[config.mk]
export PLATFORM = sky130hd
export DESIGN_NAME = fft_frame_packer
export DESIGN_NICKNAME = d
export VERILOG_FILES = /design/src/rtl/fft_pkg.sv /design/src/rtl/fft_valid_delay.sv /design/src/rtl/fft_frame_packer.sv
export SDC_FILE = /design/constraint.sdc
export NUM_CORES = 2
export LEC_CHECK = 0
export BUFFER_PORTS_ARGS = -buffer_cell sky130_fd_sc_hd__buf_2
export CAP_MARGIN = 15
export CELL_PAD_IN_SITES_DETAIL_PLACEMENT = 2
export CELL_PAD_IN_SITES_GLOBAL_PLACEMENT = 2
export CORE_MARGIN = 2
export CORE_UTILIZATION = 40
export DETAILED_ROUTE_END_ITERATION = 10
export HOLD_SLACK_MARGIN = 0.1
export PLACE_DENSITY_LB_ADDON = 0.1
export SLEW_MARGIN = 5
export SYNTH_ARGS = -nofsm -noshare
export SYNTH_HDL_FRONTEND = slang
export SYNTH_HIERARCHICAL = 1
export SYNTH_SLANG_ARGS = --single-unit
export TNS_END_PERCENT = 10
[constraint.sdc]
create_clock -name clk -period 28.4 [get_ports clk]
set_input_delay 1.42 -clock clk [delete_from_list [all_inputs] [get_ports clk]]
set_output_delay 1.42 -clock clk [all_outputs]
set_load 0.05 [all_outputs]
[src/rtl/fft_pkg.sv]
// Shared constants and the bank-state type for the FFT frame packer.
package fft_pkg;

  localparam int N_PTS       = 8;
  localparam int SAMPLE_W    = 16;
  localparam int FRAME_W     = 256;
  localparam int SCALE_SHIFT = 3;

  typedef enum logic [1:0] {
    EMPTY = 2'd0,
    FILL  = 2'd1,
    FULL  = 2'd2
  } bank_state_e;

endpackage

[src/rtl/fft_valid_delay.sv]
// Fixed-depth valid pipe: out_v is in_v delayed by DEPTH clock cycles.
module fft_valid_delay #(
  parameter int DEPTH = 2
) (
  input  logic clk,
  input  logic rst,
  input  logic in_v,
  output logic out_v
);

  logic [DEPTH-1:0] pipe;

  // Shift the strobe one stage per cycle; reset empties the pipe.
  always_ff @(posedge clk or posedge rst) begin
    if (rst) begin
      pipe <= '0;
    end else begin
      pipe <= (pipe << 1) | DEPTH'(in_v);
    end
  end

  assign out_v = pipe[DEPTH-1];

endmodule

[src/rtl/fft_frame_packer.sv]
// Packs a stream of complex samples into 8-point, 256-bit frames for the FFT
// stage using two ping-pong banks. Frames issue oldest first, spaced by at
// least MIN_GAP idle cycles of fft_en.
//
// Build option: define FFT_PACK_SCALE_EN to arithmetic-shift each component
// right by SCALE_SHIFT before storing it (growth headroom for the FFT).
//
// Handshake: a sample transfers on a rising edge where in_valid and in_ready
// are both high; in_ready depends only on registered bank state, never on
// in_valid, and drops only while both banks hold complete frames.
module fft_frame_packer
  import fft_pkg::*;
#(
  parameter int N_PTS    = 8,
  parameter int SAMPLE_W = 16,
  parameter int MIN_GAP  = 0
) (
  input  logic                clk,
  input  logic                rst,
  input  logic                in_valid,
  output logic                in_ready,
  input  logic                in_sof,
  input  logic [SAMPLE_W-1:0] in_re,
  input  logic [SAMPLE_W-1:0] in_im,
  output logic [FRAME_W-1:0]  fft_d,
  output logic                fft_en,
  output logic                fft_dout_valid,
  output logic                drop_err,
  output logic [3:0]          dbg_bank_state
);

  localparam int       SLOT_W = 2 * SAMPLE_W;
  localparam bit [2:0] LAST   = 3'(N_PTS - 1);

  bank_state_e          bank_st  [2];
  logic [FRAME_W-1:0]   bank_d   [2];
  logic [FRAME_W-1:0]   bank_nxt [2];
  logic                 fill_sel;     // bank receiving samples
  logic                 issue_ptr;    // oldest bank not yet issued
  logic                 issued_bank;  // bank shown on fft_d while fft_en=1
  logic [2:0]           wcnt;
  logic [3:0]           gap_cnt;
  logic [SAMPLE_W-1:0]  re_s;
  logic [SAMPLE_W-1:0]  im_s;
  logic [2:0]           wr_idx;
  logic                 accept;
  logic                 wr_last;
  logic                 cand_full;
  logic                 issue_now;

`ifdef FFT_PACK_SCALE_EN
  assign re_s = $signed(in_re) >>> SCALE_SHIFT;
  assign im_s = $signed(in_im) >>> SCALE_SHIFT;
`else
  assign re_s = in_re;
  assign im_s = in_im;
`endif

  assign in_ready       = !((bank_st[0] == FULL) && (bank_st[1] == FULL));
  assign accept         = in_valid && in_ready;
  // A start-of-frame sample always lands in slot 0 of the current fill bank.
  assign wr_idx         = in_sof ? 3'd0 : wcnt;
  assign wr_last        = accept && (wr_idx == LAST);
  // The oldest bank may be completing on this very edge; it can issue at once.
  assign cand_full      = (bank_st[issue_ptr] == FULL) ||
                          (wr_last && (fill_sel == issue_ptr));
  assign issue_now      = cand_full && (gap_cnt == 4'd0);
  assign dbg_bank_state = {bank_st[1], bank_st[0]};

  // Bank contents after this edge's write, so a completing bank can be issued
  // with its final sample already merged.
  always_comb begin
    bank_nxt[0] = bank_d[0];
    bank_nxt[1] = bank_d[1];
    if (accept) begin
      bank_nxt[fill_sel][int'(wr_idx)*SLOT_W +: SLOT_W] = {re_s, im_s};
    end
  end

  // Bank state, write counter, issue pointer, gap timer and output registers.
  always_ff @(posedge clk or posedge rst) begin
    if (rst) begin
      bank_st[0]  <= EMPTY;
      bank_st[1]  <= EMPTY;
      bank_d[0]   <= '0;
      bank_d[1]   <= '0;
      fill_sel    <= 1'b0;
      issue_ptr   <= 1'b0;
      issued_bank <= 1'b0;
      wcnt        <= 3'd0;
      gap_cnt     <= 4'd0;
      fft_d       <= '0;
      fft_en      <= 1'b0;
      drop_err    <= 1'b0;
    end else begin
      for (int b = 0; b < 2; b++) begin
        // A bank stays FULL for the cycle its frame is on fft_d, then frees.
        if (fft_en && (issued_bank == 1'(b))) begin
          bank_st[b] <= EMPTY;
        end else if (accept && (fill_sel == 1'(b))) begin
          bank_st[b] <= wr_last ? FULL : FILL;
        end
      end
      bank_d[0] <= bank_nxt[0];
      bank_d[1] <= bank_nxt[1];
      if (accept) begin
        wcnt <= wr_idx + 3'd1;
        if (in_sof && (wcnt != 3'd0)) begin
          drop_err <= 1'b1;
        end
      end
      if (wr_last) begin
        fill_sel <= ~fill_sel;
      end
      fft_en <= issue_now;
      if (issue_now) begin
        fft_d       <= bank_nxt[issue_ptr];
        issued_bank <= issue_ptr;
        issue_ptr   <= ~issue_ptr;
        gap_cnt     <= 4'(MIN_GAP);
      end else if (gap_cnt != 4'd0) begin
        gap_cnt <= gap_cnt - 4'd1;
      end
    end
  end

  fft_valid_delay #(.DEPTH(2)) u_valid_delay (
    .clk   (clk),
    .rst   (rst),
    .in_v  (fft_en),
    .out_v (fft_dout_valid)
  );

endmodule
==> flow_summary.yaml <==
status:
  status: "finished clean"
die:
  fp.dieH_um: 287
  rows: 103
  start_util_pct: 40.4
  die-area_um2: 82300
  core_um2: 79100
  num_io_pins: 300
  fp.dieW_um: 287
cts:
  cts_setup_buffers: 0
  cts_tree: "yes"
  cts.sinks: 786
  cts_hold_buf: 0
  root_buffer: "clkbuf_16"
  cts_made_buffers: 88
  clk_pin_slew_worst_paths_ns: 0.06
  clk_latency_ns: 0.64
  cts_max_path_buffers: 3
  htreeDepth: 3
  cts_resized: 0
yosys:
  ys_async_sr_fraction_pct: 100
  ys_seq_area_share_pct: 61.5
  ys.flop_type: "dfrtp_1"
  syn_avg_cell_area_um2: 12.3
  syn-num-nets: 2635
  ys_seq_elements: 786
  syn_inst: 2593
  yosysWarningCount: 6
  mappedNetlistArea_um2: 32000
  ys_types: 44
  synth_edf_count: 0
critical_path:
  crit_chain: "buf_2 -> nand2b_1 -> inv_1 -> ha_1 -> ha_1 -> and2_1 -> a211oi_1 -> nand2b_4 -> inv_6 -> nand2_2 -> buf_4 -> o221ai_1"
  arrival_ns: 6.14
  start_kind: "input port"
  worst_path_max_delay_cell: "nand2b_4"
  max_stage_delay_ns: 0.95
  critPathKind: "input port to flip-flop"
  crit_top_cell: "ha_1"
  critPathMaxFanout: 88
  cp.required_ns: 28.85
  critPathCaptureType: "flip-flop"
global_route:
  grt_pass1_vias: 25500
  grt_pass1_wl_um: 166000
  grt_max_degree: 159
  track_usage_pct: 26.5
  grt.overflow.total: 0
  antenna_found_initial: 5
place:
  port_buffers: 299
  dp_hpwl_um: 67000
  dp.cells: 3770
  routabilityCongestion: 0.804
min_path:
  hold_path.class: "flip-flop to flip-flop"
sta:
  fin_crit_ns: 5.70
  timing.hold.ws_ns: 0.359
  hold_viol: 0
  tightest_slew_ns: 1.19
  setup_violations: 0
  fin_crit_sh_pct: 20.1
  clock.fmax_ghz: 0.176
  skew_ns: 0.0178
  slew_viol_final: 0
  tns_ns: 0
  rsz0062_at_grt: "false"
  slew_headroom_pct: 20.4
layout:
  final_nets: 2853
  fin_cells: 3931
  area_delta_synth_final_pct: 17.2
  regArea_um2: 19700
  multi_input_area_um2: 11100
  final_layout_size_suffix_gt1_share_pct: 29.1
  fill_cells: 7751
drt:
  ant_nets: 0
  routedWlPerCell_um: 27.5
  via_per_inst: 5.69
  drt-pass1-iter-count: 7
  vias: 22400
  drc_errors: 0
  wl_um: 108000
  drtIter0Drc: 1591
pwr:
  internal-power_mw: 2.26
  pwr-share-seq_pct: 43.4
  vdd_drop_max_mv: 0.0519
  leakagePower_nw: 19.9
  power_frac_comb_pct: 20.1
  pwr-share-clk_pct: 36.5
  power_density_nw_per_um2: 87.5
  p_sw_mw: 1.02
  sw_frac_of_total_pct: 31.2
run:
  maxCapViolations: 0
==> metrics by stage <==
step           cell area [um2]  util, %  total power, mW  worst slack [ns]
6_report                 37500     47.4             3.28             22.70
5_1_grt                  37500     47.4             3.43             22.36
4_1_cts                  37500     47.3             3.32             22.73
3_5_place_dp             34400     43.5             2.11             22.12
3_3_place_gp             34400     43.5             2.05             22.31
2_1_floorplan            32000        -             1.88              4.97
==> layout make-up <==
class | instances | share of cell area [%]
inverter | 134 | 1.38
timing repair buffer | 340 | 4.90
clock inverter | 31 | 1.13
sequential | 786 | 52.5
clock buffer | 127 | 6.92
tap | 1050 | 3.50
multi-input combinational | 1461 | 29.7
antenna | 2 | 0.0134
==> cell families after synthesis <==
logic type,Yosys count,share of synthesized area [%]
adder cells (fa/ha/maj),6,0.235
AO/OA/AOI/OAI,534,11.9
AND/OR/NAND/NOR,468,6.72
XOR/XNOR,2,0.0548
buffers and inverters,346,4.26
multiplexers,451,15.4
flip-flops,786,61.5
==> power groups by stage <==
stage	logic [mW]	clock network, mW	registers, mW
2_1_floorplan	0.317	0	1.57
3_3_place_gp	0.629	0	1.42
3_5_place_dp	0.664	0	1.44
4_1_cts	0.670	1.22	1.43
5_1_grt	0.713	1.27	1.45
6_report	0.661	1.20	1.42
==> registers in the layout, indices dropped and copies added (netlist names) <==
register and flops:
u_valid_delay/pipe 2, dbg_bank_state 4, issued_bank 1, fill_sel 1, fft_en 1, bank_d 512
wcnt 3, issue_ptr 1, fft_d 256, drop_err 1, gap_cnt 4
==> critical path, delay by kind of cell <==
kind / cells / cell delay (ns)
AND/OR/NAND/NOR: 4 / 1.80
buffers and inverters: 4 / 1.59
AO/OA/AOI/OAI: 2 / 0.71
adder cells (fa/ha/maj): 2 / 0.52
==> final timing paths <==
check	depth (start not counted)	endpoint	from	slack, ns
setup / recovery	12	fft_d[146]	in_sof	22.70
hold / removal	0	u_valid_delay/pipe[1]	u_valid_delay/pipe[0]	0.36
setup reg to reg	11	fft_d[146]	wcnt[0]	23.26
hold reg to reg	0	u_valid_delay/pipe[1]	u_valid_delay/pipe[0]	0.36
max in group asynchronous	5	fft_d[240]	rst	24.14
min in group asynchronous	2	u_valid_delay/pipe[0]	rst	0.68
==> cell usage after synthesis (all sizes together) (61+ instances only) <==
| cell type | count | share of area [%] |
|---|---|---|
| nor2 | 144 | 1.7 |
| o21ai | 69 | 1.1 |
| o221ai | 61 | 1.7 |
| inv | 134 | 1.6 |
| a222oi | 61 | 1.9 |
| mux2 | 328 | 12 |
| mux2i | 123 | 3.8 |
| clkbuf | 152 | 1.8 |
| a221o | 67 | 2.1 |
| dfrtp | 786 | 61 |
| a21oi | 170 | 2.7 |
| a22oi | 64 | 1.5 |
| and2 | 102 | 2.0 |
| nand2 | 177 | 2.1 |
==> placed cells by master (no fill, tap or decap), types with 4 or more instances in the layout <==
| cell | netlist | layout |
|---|---|---|
| a21oi_1 | 170 | 167 |
| a221o_1 | 67 | 67 |
| a222oi_1 | 61 | 61 |
| a22oi_1 | 64 | 64 |
| a31oi_1 | 32 | 32 |
| and2_1 | 101 | 101 |
| and3_1 | 6 | 6 |
| buf_2 | 27 | 299 |
| buf_4 | 2 | 39 |
| bufinv_16 | 0 | 10 |
| clkbuf_1 | 152 | 19 |
| clkbuf_16 | 0 | 92 |
| clkbuf_8 | 0 | 16 |
| clkinv_2 | 0 | 17 |
| dfrtp_1 | 786 | 785 |
| ha_1 | 6 | 6 |
| inv_1 | 134 | 132 |
| mux2_2 | 328 | 328 |
| mux2i_1 | 123 | 123 |
| nand2_1 | 177 | 170 |
| nand2_2 | 0 | 7 |
| nand3_1 | 9 | 8 |
| nor2_1 | 144 | 138 |
| nor2_4 | 0 | 6 |
| nor3_1 | 4 | 4 |
| o21ai_0 | 69 | 69 |
| o221ai_1 | 61 | 61 |
==> per-layer routing <==
layer | track usage [%] | part of all wire, % | up-vias
met5 | 0 | 0 | -
met4 | 9.01 | 3.1 | 0
met3 | 2.87 | 3.1 | 133
met2 | 46.5 | 52 | 440
met1 | 34.3 | 42 | 12200
li1 | - | - | 9624
Note: power is estimated with default switching activity, not from simulation.
